===== src/rtl/keypad_matrix_scanner_pkg.sv =====
// Shared types for the keypad scanner: scan FSM states and default key-index width.
package keypad_matrix_scanner_pkg;

    typedef enum logic {
        ST_DRIVE  = 1'b0,
        ST_SAMPLE = 1'b1
    } scan_state_t;

    localparam int DEF_ROWS = 4;
    localparam int DEF_COLS = 4;
    localparam int KEY_W    = $clog2(DEF_ROWS * DEF_COLS);

    // Never returns 0, so single-entry counters and indices still get one bit.
    function automatic int clog2_min1(input int n);
        return (n > 1) ? $clog2(n) : 1;
    endfunction

endpackage


===== src/rtl/keypad_matrix_scanner_sync.sv =====
// Two-flop synchronizer for the raw row sense lines; 2-cycle latency, no backpressure.
module sync_2ff #(
    parameter int W = 1
) (
    input  logic         clk,
    input  logic         rst_n,
    input  logic [W-1:0] d,
    output logic [W-1:0] q
);

    logic [W-1:0] meta_q, meta_d;
    logic [W-1:0] sync_q, sync_d;

    always_comb begin
        meta_d = d;
        sync_d = meta_q;
    end

    always_ff @(posedge clk or negedge rst_n) begin
        if (!rst_n) begin
            meta_q <= '0;
            sync_q <= '0;
        end else begin
            meta_q <= meta_d;
            sync_q <= sync_d;
        end
    end

    assign q = sync_q;

endmodule


===== src/rtl/keypad_matrix_scanner.sv =====
// Column-scanning key matrix reader with whole-frame debounce and a lowest-index press event.
// key_map/key_valid update one cycle after the frame-end sample; no backpressure (free-running).
module keypad_matrix_scanner
    import keypad_matrix_scanner_pkg::*;
#(
    parameter int ROWS            = 4,
    parameter int COLS            = 4,
    parameter int SCAN_DIV        = 4,
    parameter int DEBOUNCE_FRAMES = 3
) (
    input  logic                                 clk,
    input  logic                                 reset,
    input  logic [ROWS-1:0]                      row_in,
    output logic [COLS-1:0]                      col_out,
    output logic [ROWS*COLS-1:0]                 key_map,
    output logic                                 key_valid,
    output logic [clog2_min1(ROWS*COLS)-1:0]     key_code,
    output logic                                 key_held
);

    localparam int N    = ROWS * COLS;
    localparam int KW   = clog2_min1(N);
    localparam int IW   = clog2_min1(COLS);
    localparam int CNTW = clog2_min1(SCAN_DIV);
    localparam int SW   = clog2_min1(DEBOUNCE_FRAMES + 1);

    logic [ROWS-1:0] rows_sync;

    sync_2ff #(.W(ROWS)) u_row_sync (
        .clk   (clk),
        .rst_n (reset),
        .d     (row_in),
        .q     (rows_sync)
    );

    scan_state_t     state_q, state_d;
    logic [IW-1:0]   idx_q, idx_d;
    logic [CNTW-1:0] cnt_q, cnt_d;
    logic [N-1:0]    raw_q, raw_d;
    logic [N-1:0]    prev_q, prev_d;
    logic [SW-1:0]   stable_q, stable_d;
    logic [N-1:0]    key_map_q, key_map_d;
    logic            key_valid_q, key_valid_d;
    logic [KW-1:0]   key_code_q, key_code_d;
    logic            key_held_q, key_held_d;
    logic [N-1:0]    new_keys;

    always_comb begin
        state_d     = state_q;
        idx_d       = idx_q;
        cnt_d       = cnt_q;
        raw_d       = raw_q;
        prev_d      = prev_q;
        stable_d    = stable_q;
        key_map_d   = key_map_q;
        key_valid_d = 1'b0;
        key_code_d  = key_code_q;
        new_keys    = '0;

        case (state_q)
            ST_DRIVE: begin
                cnt_d = cnt_q + CNTW'(1);
                // SAMPLE is the last cycle of the dwell, so leave DRIVE one count early.
                if (cnt_q == CNTW'(SCAN_DIV - 2)) state_d = ST_SAMPLE;
            end
            ST_SAMPLE: begin
                raw_d[idx_q*ROWS +: ROWS] = rows_sync;
                cnt_d   = '0;
                idx_d   = (idx_q == IW'(COLS - 1)) ? '0 : idx_q + IW'(1);
                state_d = ST_DRIVE;
                if (idx_q == IW'(COLS - 1)) begin
                    if (raw_d == prev_q)
                        stable_d = (stable_q == SW'(DEBOUNCE_FRAMES)) ? stable_q : stable_q + SW'(1);
                    else
                        stable_d = SW'(1);
                    prev_d = raw_d;
                    if (stable_d == SW'(DEBOUNCE_FRAMES) && raw_d != key_map_q) begin
                        key_map_d = raw_d;
                        new_keys  = raw_d & ~key_map_q;
                        if (|new_keys) begin
                            key_valid_d = 1'b1;
                            // Descending scan so the lowest set index wins.
                            for (int i = N - 1; i >= 0; i--)
                                if (new_keys[i]) key_code_d = KW'(i);
                        end
                    end
                end
            end
            default: state_d = ST_DRIVE;
        endcase

        key_held_d = |key_map_d;
    end

    always_ff @(posedge clk or negedge reset) begin
        if (!reset) begin
            state_q     <= ST_DRIVE;
            idx_q       <= '0;
            cnt_q       <= '0;
            raw_q       <= '0;
            prev_q      <= '0;
            stable_q    <= '0;
            key_map_q   <= '0;
            key_valid_q <= 1'b0;
            key_code_q  <= '0;
            key_held_q  <= 1'b0;
        end else begin
            state_q     <= state_d;
            idx_q       <= idx_d;
            cnt_q       <= cnt_d;
            raw_q       <= raw_d;
            prev_q      <= prev_d;
            stable_q    <= stable_d;
            key_map_q   <= key_map_d;
            key_valid_q <= key_valid_d;
            key_code_q  <= key_code_d;
            key_held_q  <= key_held_d;
        end
    end

    assign col_out   = COLS'(1) << idx_q;
    assign key_map   = key_map_q;
    assign key_valid = key_valid_q;
    assign key_code  = key_code_q;
    assign key_held  = key_held_q;

endmodule

===== config.mk =====
export PLATFORM = sky130hd
export DESIGN_NAME = keypad_matrix_scanner
export DESIGN_NICKNAME = d
export VERILOG_FILES = /design/src/rtl/keypad_matrix_scanner_pkg.sv /design/src/rtl/keypad_matrix_scanner_sync.sv /design/src/rtl/keypad_matrix_scanner.sv
export SDC_FILE = /design/constraint.sdc
export NUM_CORES = 1
export LEC_CHECK = 0
export ABC_AREA = 1
export BUFFER_PORTS_ARGS = -buffer_cell sky130_fd_sc_hd__clkbuf_2
export CAP_MARGIN = 25
export CORE_MARGIN = 4
export CORE_UTILIZATION = 50
export CTS_BUF_LIST = sky130_fd_sc_hd__clkbuf_16
export CTS_CLUSTER_SIZE = 10
export DETAILED_ROUTE_END_ITERATION = 12
export MAX_ROUTING_LAYER = met4
export PLACE_DENSITY = 0.69
export SYNTH_ARGS = -nofsm -noshare
export SYNTH_HDL_FRONTEND = slang
export SYNTH_SLANG_ARGS = --single-unit

===== constraint.sdc =====
create_clock -name clk -period 6.2 [get_ports clk]
set_clock_uncertainty 0.2 [all_clocks]
set_input_delay 0.62 -clock clk [delete_from_list [all_inputs] [get_ports clk]]
set_output_delay 0.62 -clock clk [all_outputs]
set_load 0.1 [all_outputs]

==> flow_summary.toml, run 1 <==
[outcome]
outcome = "complete, no violations"

[global_routing]
grt_pass1_vias = 3115
met3_usage = 0.0417
grt_pass1_wl_mm = 14.6
met2_usage = 0.352
grt_use_total = 0.218
use_met1 = 0.275
grt_busiest_layer = "met2"
grt_overflow_total = 0
grt_max_degree = 70
antenna_found_initial = 0

[finish]
layout.nets = 541
n_antenna_cell = 0
layout-drive-gt1-share = 0.120
syn2layout_area_growth_pct = 15.1
stdcell_count = 614

[setup_path]
end_kind = "flop"
cp_max_fo = 18
arrival_ps = 3900
crit_required_ps = 6220
crit_type = "reg2reg"
critPathLaunchType = "flop"

[synth]
synth_most_common_cell = "nand2_1"
postSynthNetCount = 507
ys.flop_type = "dfrtp_1"
avgSynthCellArea_um2 = 7.78
synth_area_um2 = 3700
synth_edf_count = 0
yosys-top-cells-area = "dfrtp_1, nand2_1, ha_1"
netlist.area_leader.share = 0.466
synthCells = 476
synth_seq_area_share = 0.466
synth.distinct_cells = 29
synth_top_area_cell = "dfrtp_1"
synth_seq_cells = 69
synth_commonest_cells = "nand2_1, dfrtp_1, nor2_1"
yosys_warnings = 0
synth-async-reset-ratio = 1.00

[flow_run]
drv_cap = 0

[sta]
drv_slew = 0
finalSetupViolCount = 0
slew_headroom = 0.413
rsz0062_at_grt = "false"
hold_viol_final = 0
period_minus_slack_ps = 3880
clock.fmax_ghz = 0.258
worst_slew_pin_slew_ps = 881
final.setup.tns_ps = 0
whs_ps = 147
post-route-period-util = 0.626

[detailed_routing]
drc = 0
vias = 3178
drt_iter0_drc = 176
wl_per_cell_um = 14.3
drt-total-wl_mm = 8.77
drt-pass1-iter-count = 5
viasPerCell = 5.18
ant_nets = 0

[clocking]
cts_setup_buffers = 0
clkTransAtPathRegs_ps = 60
clock_latency_ps = 330
cts-root-buf = "clkbuf_16"
tritoncts = "done"
numCtsBuffers = 9
post_cts_resize_count = 0
clk_path_buf_depth = 2
cts_sinks = 69
postCtsHoldBufs = 0
cts_htree_levels = 3

[place]
hpwlAfterDp_mm = 6.38
io_buffer_count = 31
placedCellCount = 597
gp_congestion = 0.894

[die]
start_util = 0.514
rows = 31
coreArea_um2 = 7210
fp.dieH_um = 94.1
die_w_um = 94.1
die-area_um2 = 8850
pin_count = 32

[power_and_ir_drop]
total_power_mw = 1.05
p_leak_nw = 2.23
peakVddDrop_mv = 0.180
p_per_area_nw_per_um2 = 246

[hold_path]
min_path_type = "reg2reg"
==> final timing paths <==
path	from	to	slack [ps]	cells after the start
setup / recovery	idx_q[0]$_DFFE_PN0P_	key_held$_DFF_PN0_	2320	16
hold / removal	u_row_sync.meta_q[0]$_DFF_PN0_	u_row_sync.q[0]$_DFF_PN0_	150	0
setup reg to reg	idx_q[0]$_DFFE_PN0P_	key_held$_DFF_PN0_	2320	16
hold reg to reg	u_row_sync.meta_q[0]$_DFF_PN0_	u_row_sync.q[0]$_DFF_PN0_	150	0
max in group asynchronous	reset	prev_q[5]$_DFFE_PN0P_	4920	2
min in group asynchronous	reset	prev_q[11]$_DFFE_PN0P_	280	2
==> metrics by stage <==
| stage | utilization | setup WS, ps | cell area (µm²) |
|---|---|---|---|
| 3_3_place_gp | 0.546 | 2090 | 3940 |
| 6_report | 0.591 | 2320 | 4260 |
| 3_5_place_dp | 0.548 | 1930 | 3960 |
| 2_1_floorplan | - | 2440 | 3700 |
| 5_1_grt | 0.591 | 2000 | 4260 |
| 4_1_cts | 0.590 | 1840 | 4260 |
==> power by group <==
group          switching [mW]  internal (mW)  leakage (nW)  total [mW]
Sequential            0.00706          0.464         0.862       0.471
Combinational          0.0440         0.0214          1.23      0.0654
Clock                   0.199          0.312         0.138       0.512
==> cells in the final DEF (no fill, tap or decap), drive strengths merged, types with 5 or more instances in the layout <==
master,count
nand4,19
o21ai,24
dfrtp,69
a31oi,15
nand3,31
clkbuf,39
nand2,150
nor2,60
buf,5
ha,25
inv,61
==> worst max-delay path, cell delays in order, from the launching register on <==
cell and delay [ps]:
dfrtp_1 630, inv_2 140, ha_1 460, nand2_1 130
o21ai_0 450, ha_1 340, nand4_1 90, nor4_1 50
nor2_1 200, buf_4 250, nand3_4 200, nand2_1 140
nand2_1 80, nor2_1 100, nand2_1 70, nor2_1 150
nand2_1 60
==> routing by layer <==
metal | routed length [µm] | vias to the layer above
met3 | 328 | 14
met4 | 161 | 0
li1 | - | 1596
met1 | 3970 | 1503
met5 | 0 | -
met2 | 4310 | 65
==> final cells by class <==
type	count	area (µm²)
clock buffer	9	225
multi-input combinational	334	1690
sequential	69	1730
timing repair buffer	35	193
fill	643	2950
inverter	61	229
tap	99	124
clock inverter	7	75.1
==> kinds of logic (layout without fill, tap and decap cells) <==
| group | after synthesis | count (layout) | synth area share |
|---|---|---|---|
| mux | 1 | 1 | 0.00304 |
| fa+ha+maj | 25 | 25 | 0.0844 |
| simple gates | 262 | 262 | 0.299 |
| flops | 69 | 69 | 0.466 |
| buf+inv | 73 | 112 | 0.0777 |
| compound gates | 46 | 46 | 0.0696 |
==> flip-flops by register name (all words and copies together), names as in the netlist <==
name	flops
idx_q	2
cnt_q	2
key_map	16
key_valid	1
prev_q	16
key_code	4
state_q	1
raw_q	16
key_held	1
stable_q	2
u_row_sync.meta_q	4
u_row_sync.q	4
Note: power is estimated with default switching activity, not from simulation.
==> inputs of run 2 (changes only) <==
ABC_AREA = 0   (was 1)
PLACE_DENSITY = 0.68   (was 0.69)
clock period = 3.6 ns   (was 6.2 ns; I/O delays follow)
==> run 2 against run 1 <==
Combinational power grew 140%. Critical path type unchanged. Largest power group unchanged. Die area up 6.4%. Via count up 3.7%. Sequential share of layout area fell by 4.1 points. Routed wire length is 21% higher. Total power up 83%. Sequential cell count unchanged. Synthesized cell count decreased by 12%. Clock power increased by 82%. Global-route usage increased by 2.3 points. Count of clock-buffer cells in the layout unchanged.
==> flow_summary.toml, run 2 <==
[power_and_ir_drop]
peakVddDrop_mv = 0.303
p_clk_frac = 0.487
p_per_area_nw_per_um2 = 403
p_leak_nw = 2.23
combPwrFrac = 0.081
p_sw_frac = 0.261
power_frac_seq = 0.431
internal_power_mw = 1.41
p_switching_mw = 0.499

[synth]
avgSynthCellArea_um2 = 9.46
netlist.area_leader.share = 0.436
ys.flop_type = "dfrtp_1"
yosys.area_share.simple = 0.206
synth_seq_area_share = 0.436
synth_most_common_cell = "dfrtp_1"
synth_commonest_cells = "dfrtp_1, nor2_1, a21oi_1"
synth_compound_area_frac = 0.127
synth-adder-area-share = 0.0789
synth_top_area_cell = "dfrtp_1"
synth_edf_count = 0
muxShareOfSynthArea = 0.0616
synth_top_family_by_area = "simple AND/OR/NAND/NOR gates"
synth-async-reset-ratio = 1.00
synthXorXnorAreaFrac = 0.0287
synth_area_um2 = 3960
synth.distinct_cells = 57
yosys_warnings = 0
synth_seq_cells = 69
postSynthNetCount = 450
yosys-top-cells-area = "dfrtp_1, ha_1, a21oi_1"
synthCells = 419

[die]
rows = 32
pin_count = 32
coreArea_um2 = 7730
die-area_um2 = 9420
die_w_um = 97.0
start_util = 0.513
fp.dieH_um = 97.0

[global_routing]
grt_pass1_vias = 3300
grt_max_degree = 40
use_met1 = 0.330
antenna_found_initial = 0
grt_use_total = 0.241
met3_usage = 0.0433
met2_usage = 0.372
grt_pass1_wl_mm = 17.4
grt_busiest_layer = "met2"
grt_overflow_total = 0

[outcome]
outcome = "complete, no violations"

[sta]
final.setup.tns_ps = 0
rsz0062_at_grt = "false"
clock.fmax_ghz = 0.296
worst_slew_pin_slew_ps = 521
drv_slew = 0
hold_viol_final = 0
period_minus_slack_ps = 3380
slew_headroom = 0.644
finalSetupViolCount = 0
post-route-period-util = 0.940

[detailed_routing]
wl_per_cell_um = 18.2
vias = 3297
drt-pass1-iter-count = 6
drt_iter0_drc = 217
ant_nets = 0
drt-total-wl_mm = 10.6
viasPerCell = 5.67
drc = 0

[setup_path]
critPathSlowestCell = "nor3b_1"
crit_required_ps = 3610
max_stage_delay_ps = 470
cp_max_fo = 16
critPathLaunchType = "flop"
path_cells = "inv_1 > buf_4 > ha_4 > nor3b_1 > a31oi_1 > inv_1 > ha_1 > nand4_1 > nor4_2 > nor2_2 > nand3_4 > buf_4 > mux2i_1"
crit_buf_inv = 4
end_kind = "flop"
cpLargestDelayFamily = "simple AND/OR/NAND/NOR gates"
arrival_ps = 3390
crit_type = "reg2reg"

[clocking]
cts-root-buf = "clkbuf_16"
numCtsBuffers = 9
clk_path_buf_depth = 2
cts_htree_levels = 3
cts_sinks = 69
clock_latency_ps = 330
cts_setup_buffers = 0
clkTransAtPathRegs_ps = 60
tritoncts = "done"

[finish]
n_antenna_cell = 0
layout.nets = 505
regArea_um2 = 1730
multi_input_area_um2 = 2020
final_util = 0.614
fill_cells = 688
syn2layout_area_growth_pct = 19.7
mostFrequentLayoutCells = "dfrtp_1, nor2_1, a21oi_1"
stdcell_count = 581
final_common_cell = "dfrtp_1"
layout-drive-gt1-share = 0.175

[place]
gp_congestion = 0.930
io_buffer_count = 31
hpwlAfterDp_mm = 7.93
placedCellCount = 560

[flow_run]
drv_cap = 0

[hold_path]
min_path_type = "reg2reg"
## run 2: cell types whose count changed after synthesis, moves of 15 or more
cell | previous run | this run
a21oi_1 | 3 | 42
inv_1 | 55 | 40
mux2i_1 | 0 | 21
nand2_1 | 150 | 11
nand2b_1 | 0 | 20
nand3_1 | 29 | 2
o21ai_0 | 22 | 7
## run 2: logic make-up (layout without fill, tap and decap cells)
logic type	after synthesis	count (layout)
AO/OA/AOI/OAI	82	82
flip-flops	69	69
buffers and inverters	60	120
multiplexers	24	24
adder cells (fa/ha/maj)	25	25
AND/OR/NAND/NOR	146	146
XOR/XNOR	13	13
## run 2: path summary, 6_finish.rpt
kind / startpoint / to / slack, ps / cells past startpoint
min: u_row_sync.meta_q[0]$_DFF_PN0_ / u_row_sync.q[0]$_DFF_PN0_ / 150 / 0
max in group asynchronous: reset / prev_q[14]$_DFFE_PN0P_ / 2180 / 3
min in group asynchronous: reset / raw_q[6]$_DFFE_PN0P_ / 340 / 2
min reg2reg: u_row_sync.meta_q[0]$_DFF_PN0_ / u_row_sync.q[0]$_DFF_PN0_ / 150 / 0
max: idx_q[1]$_DFFE_PN0P_ / key_map[13]$_DFF_PN0_ / 220 / 13
max reg2reg: idx_q[1]$_DFFE_PN0P_ / key_map[13]$_DFF_PN0_ / 220 / 13
## run 2: per-stage QoR
| stage | area [µm²] | setup WS (ps) | power, mW | hold WS, ps |
|---|---|---|---|---|
| finish | 4750 | 217 | 1.91 | 149 |
| detailed placement | 4370 | 128 | 0.988 | 135 |
| CTS | 4730 | 107 | 1.92 | 149 |
| global route | 4750 | 18.9 | 1.99 | 159 |
| global placement | 4350 | 218 | 0.982 | 132 |
| floorplan | 3980 | 2.10 | 0.918 | -136 |
## run 2: timing repair
action | 4_1_cts | 5_1_grt
hold buffers | 5 | 0
setup endpoints to repair | 0 | 12
hold endpoints to repair | 24 | 0
gates resized for setup | 0 | 4
## run 2: cell type report
class                   instances  area share
well taps                     102      0.0269
inverters                      44      0.0348
flip-flops and latches         69       0.364
multi-input cells             290       0.426
clock inverters                 7      0.0174
repair buffers                 60      0.0838
clock buffers                   9      0.0475
## run 2: per-layer routing
metal / up-vias / share of wire
li1: 1565 / -
met3: 13 / 0.053
met2: 114 / 0.48
met4: 0 / 0.012
met5: - / 0
met1: 1605 / 0.45
## run 2: power groups by stage
stage	Sequential [mW]	Clock, mW	Combinational [mW]
2_1_floorplan	0.830	0	0.0878
3_3_place_gp	0.838	0	0.145
3_5_place_dp	0.838	0	0.150
4_1_cts	0.824	0.942	0.155
5_1_grt	0.827	0.988	0.175
6_report	0.825	0.932	0.156
==> inputs of run 3 (changes only) <==
clock period = 4.3 ns   (was 3.6 ns; I/O delays follow)
==> run 3 against run 2 <==
Die area is the same. Largest power group unchanged. Sequential share of layout area grew 0.66 points. First-iteration DRC count shrank 34%. Clock power shrank 14%. Cell count shrank 1.5%. Total power shrank 15%. Global-route usage shrank 0.27 points.
==> flow_summary.toml, run 3 (synthesis results as in run 2) <==
[outcome]
outcome = "complete, no violations"

[finish]
n_antenna_cell = 0
layout.nets = 496
stdcell_count = 572
syn2layout_area_growth_pct = 17.6
mostFrequentLayoutCells = "dfrtp_1, nor2_1, a21oi_1"
layout-drive-gt1-share = 0.151
final_common_cell = "dfrtp_1"

[detailed_routing]
drt-pass1-iter-count = 6
viasPerCell = 5.70
vias = 3259
ant_nets = 0
drt_iter0_drc = 143
drt-total-wl_mm = 10.3
wl_per_cell_um = 18.1
drc = 0

[setup_path]
cp_max_fo = 17
critPathSlowestCell = "ha_1"
crit_required_ps = 4320
path_cells = "inv_1 > ha_1 > nor3b_1 > a31oi_1 > inv_1 > ha_1 > nand4_1 > nor4_1 > nor2_1 > nand3_4 > mux2_1"
arrival_ps = 3760
max_stage_delay_ps = 580
cpLargestDelayFamily = "simple AND/OR/NAND/NOR gates"
crit_buf_inv = 2
end_kind = "flop"
crit_type = "reg2reg"
critPathLaunchType = "flop"

[sta]
slew_headroom = 0.634
hold_viol_final = 0
drv_slew = 0
final.setup.tns_ps = 0
post-route-period-util = 0.871
rsz0062_at_grt = "false"
clock.fmax_ghz = 0.267
finalSetupViolCount = 0
worst_slew_pin_slew_ps = 552
period_minus_slack_ps = 3740

[global_routing]
grt_pass1_wl_mm = 17.2
grt_overflow_total = 0
antenna_found_initial = 0
grt_pass1_vias = 3198
grt_max_degree = 43
grt_use_total = 0.238

[die]
fp.dieH_um = 97.0
die_w_um = 97.0
die-area_um2 = 9420
start_util = 0.513
rows = 32
coreArea_um2 = 7730
pin_count = 32

[clocking]
cts_htree_levels = 3
cts_setup_buffers = 0
clkTransAtPathRegs_ps = 60
numCtsBuffers = 9
clock_latency_ps = 330
cts_sinks = 69
clk_path_buf_depth = 2
cts-root-buf = "clkbuf_16"
tritoncts = "done"

[power_and_ir_drop]
p_per_area_nw_per_um2 = 347
peakVddDrop_mv = 0.243
p_leak_nw = 2.20

[flow_run]
drv_cap = 0

[place]
gp_congestion = 0.972
hpwlAfterDp_mm = 7.62
placedCellCount = 551
io_buffer_count = 31

[hold_path]
min_path_type = "in2reg"
## run 3: what timing repair did
| item | 4_1_cts | 5_1_grt |
|---|---|---|
| hold endpoints to repair | 3 | 41 |
| hold buffers | 3 | 1 |
| resized for setup | 0 | 0 |
| endpoints found under the setup margin | 0 | 0 |
## run 3: report_power, final
part           internal, mW  switching, mW  total [mW]
sequential            0.669         0.0235       0.692
clock                 0.509          0.290       0.799
combinational        0.0547         0.0723       0.127
total                  1.23          0.386        1.62
## run 3: per-stage QoR
step | total power [mW] | cell area [µm²] | worst slack, ps | utilization | hold WS [ps]
floorplan | 0.768 | 3960 | 159 | - | -65.6
global placement | 0.823 | 4280 | 687 | 0.554 | 133
detailed placement | 0.824 | 4280 | 560 | 0.554 | 135
CTS | 1.63 | 4630 | 541 | 0.599 | 3.83
global route | 1.69 | 4660 | 126 | 0.603 | 7.81
finish | 1.62 | 4660 | 555 | 0.603 | 12.2
## run 3: area by class of cell
type                            instances  area [µm²]
Clock buffer                            9         225
Tap cell                              102         128
Timing Repair Buffer                   51         328
Sequential cell                        69        1730
Inverter                               44         165
Clock inverter                          7        97.6
Fill cell                             683        3070
Multi-Input combinational cell        290        1990
## run 3: final timing paths
check                                               startpoint  cells past startpoint  slack (ps)                              to
worst max-delay path                      idx_q[1]$_DFFE_PN0P_                     11         560              key_held$_DFF_PN0_
worst min-delay path                                 row_in[3]                      1          10  u_row_sync.meta_q[3]$_DFF_PN0_
worst max register to register            idx_q[1]$_DFFE_PN0P_                     11         560              key_held$_DFF_PN0_
worst min register to register  u_row_sync.meta_q[0]$_DFF_PN0_                      0         150       u_row_sync.q[0]$_DFF_PN0_
max in group asynchronous                                reset                      4        2860           prev_q[0]$_DFFE_PN0P_
min in group asynchronous                                reset                      3         410              key_held$_DFF_PN0_
## run 3: routing by layer
layer  up-vias  share of wire  global-route usage  wire length (µm)
met1      1566           0.46               0.318              4760
met3        15          0.056              0.0584               580
met5         -              0                   -                 0
met2       126           0.47               0.365              4830
met4         0          0.017              0.0626               181
li1       1552              -                   -                 -
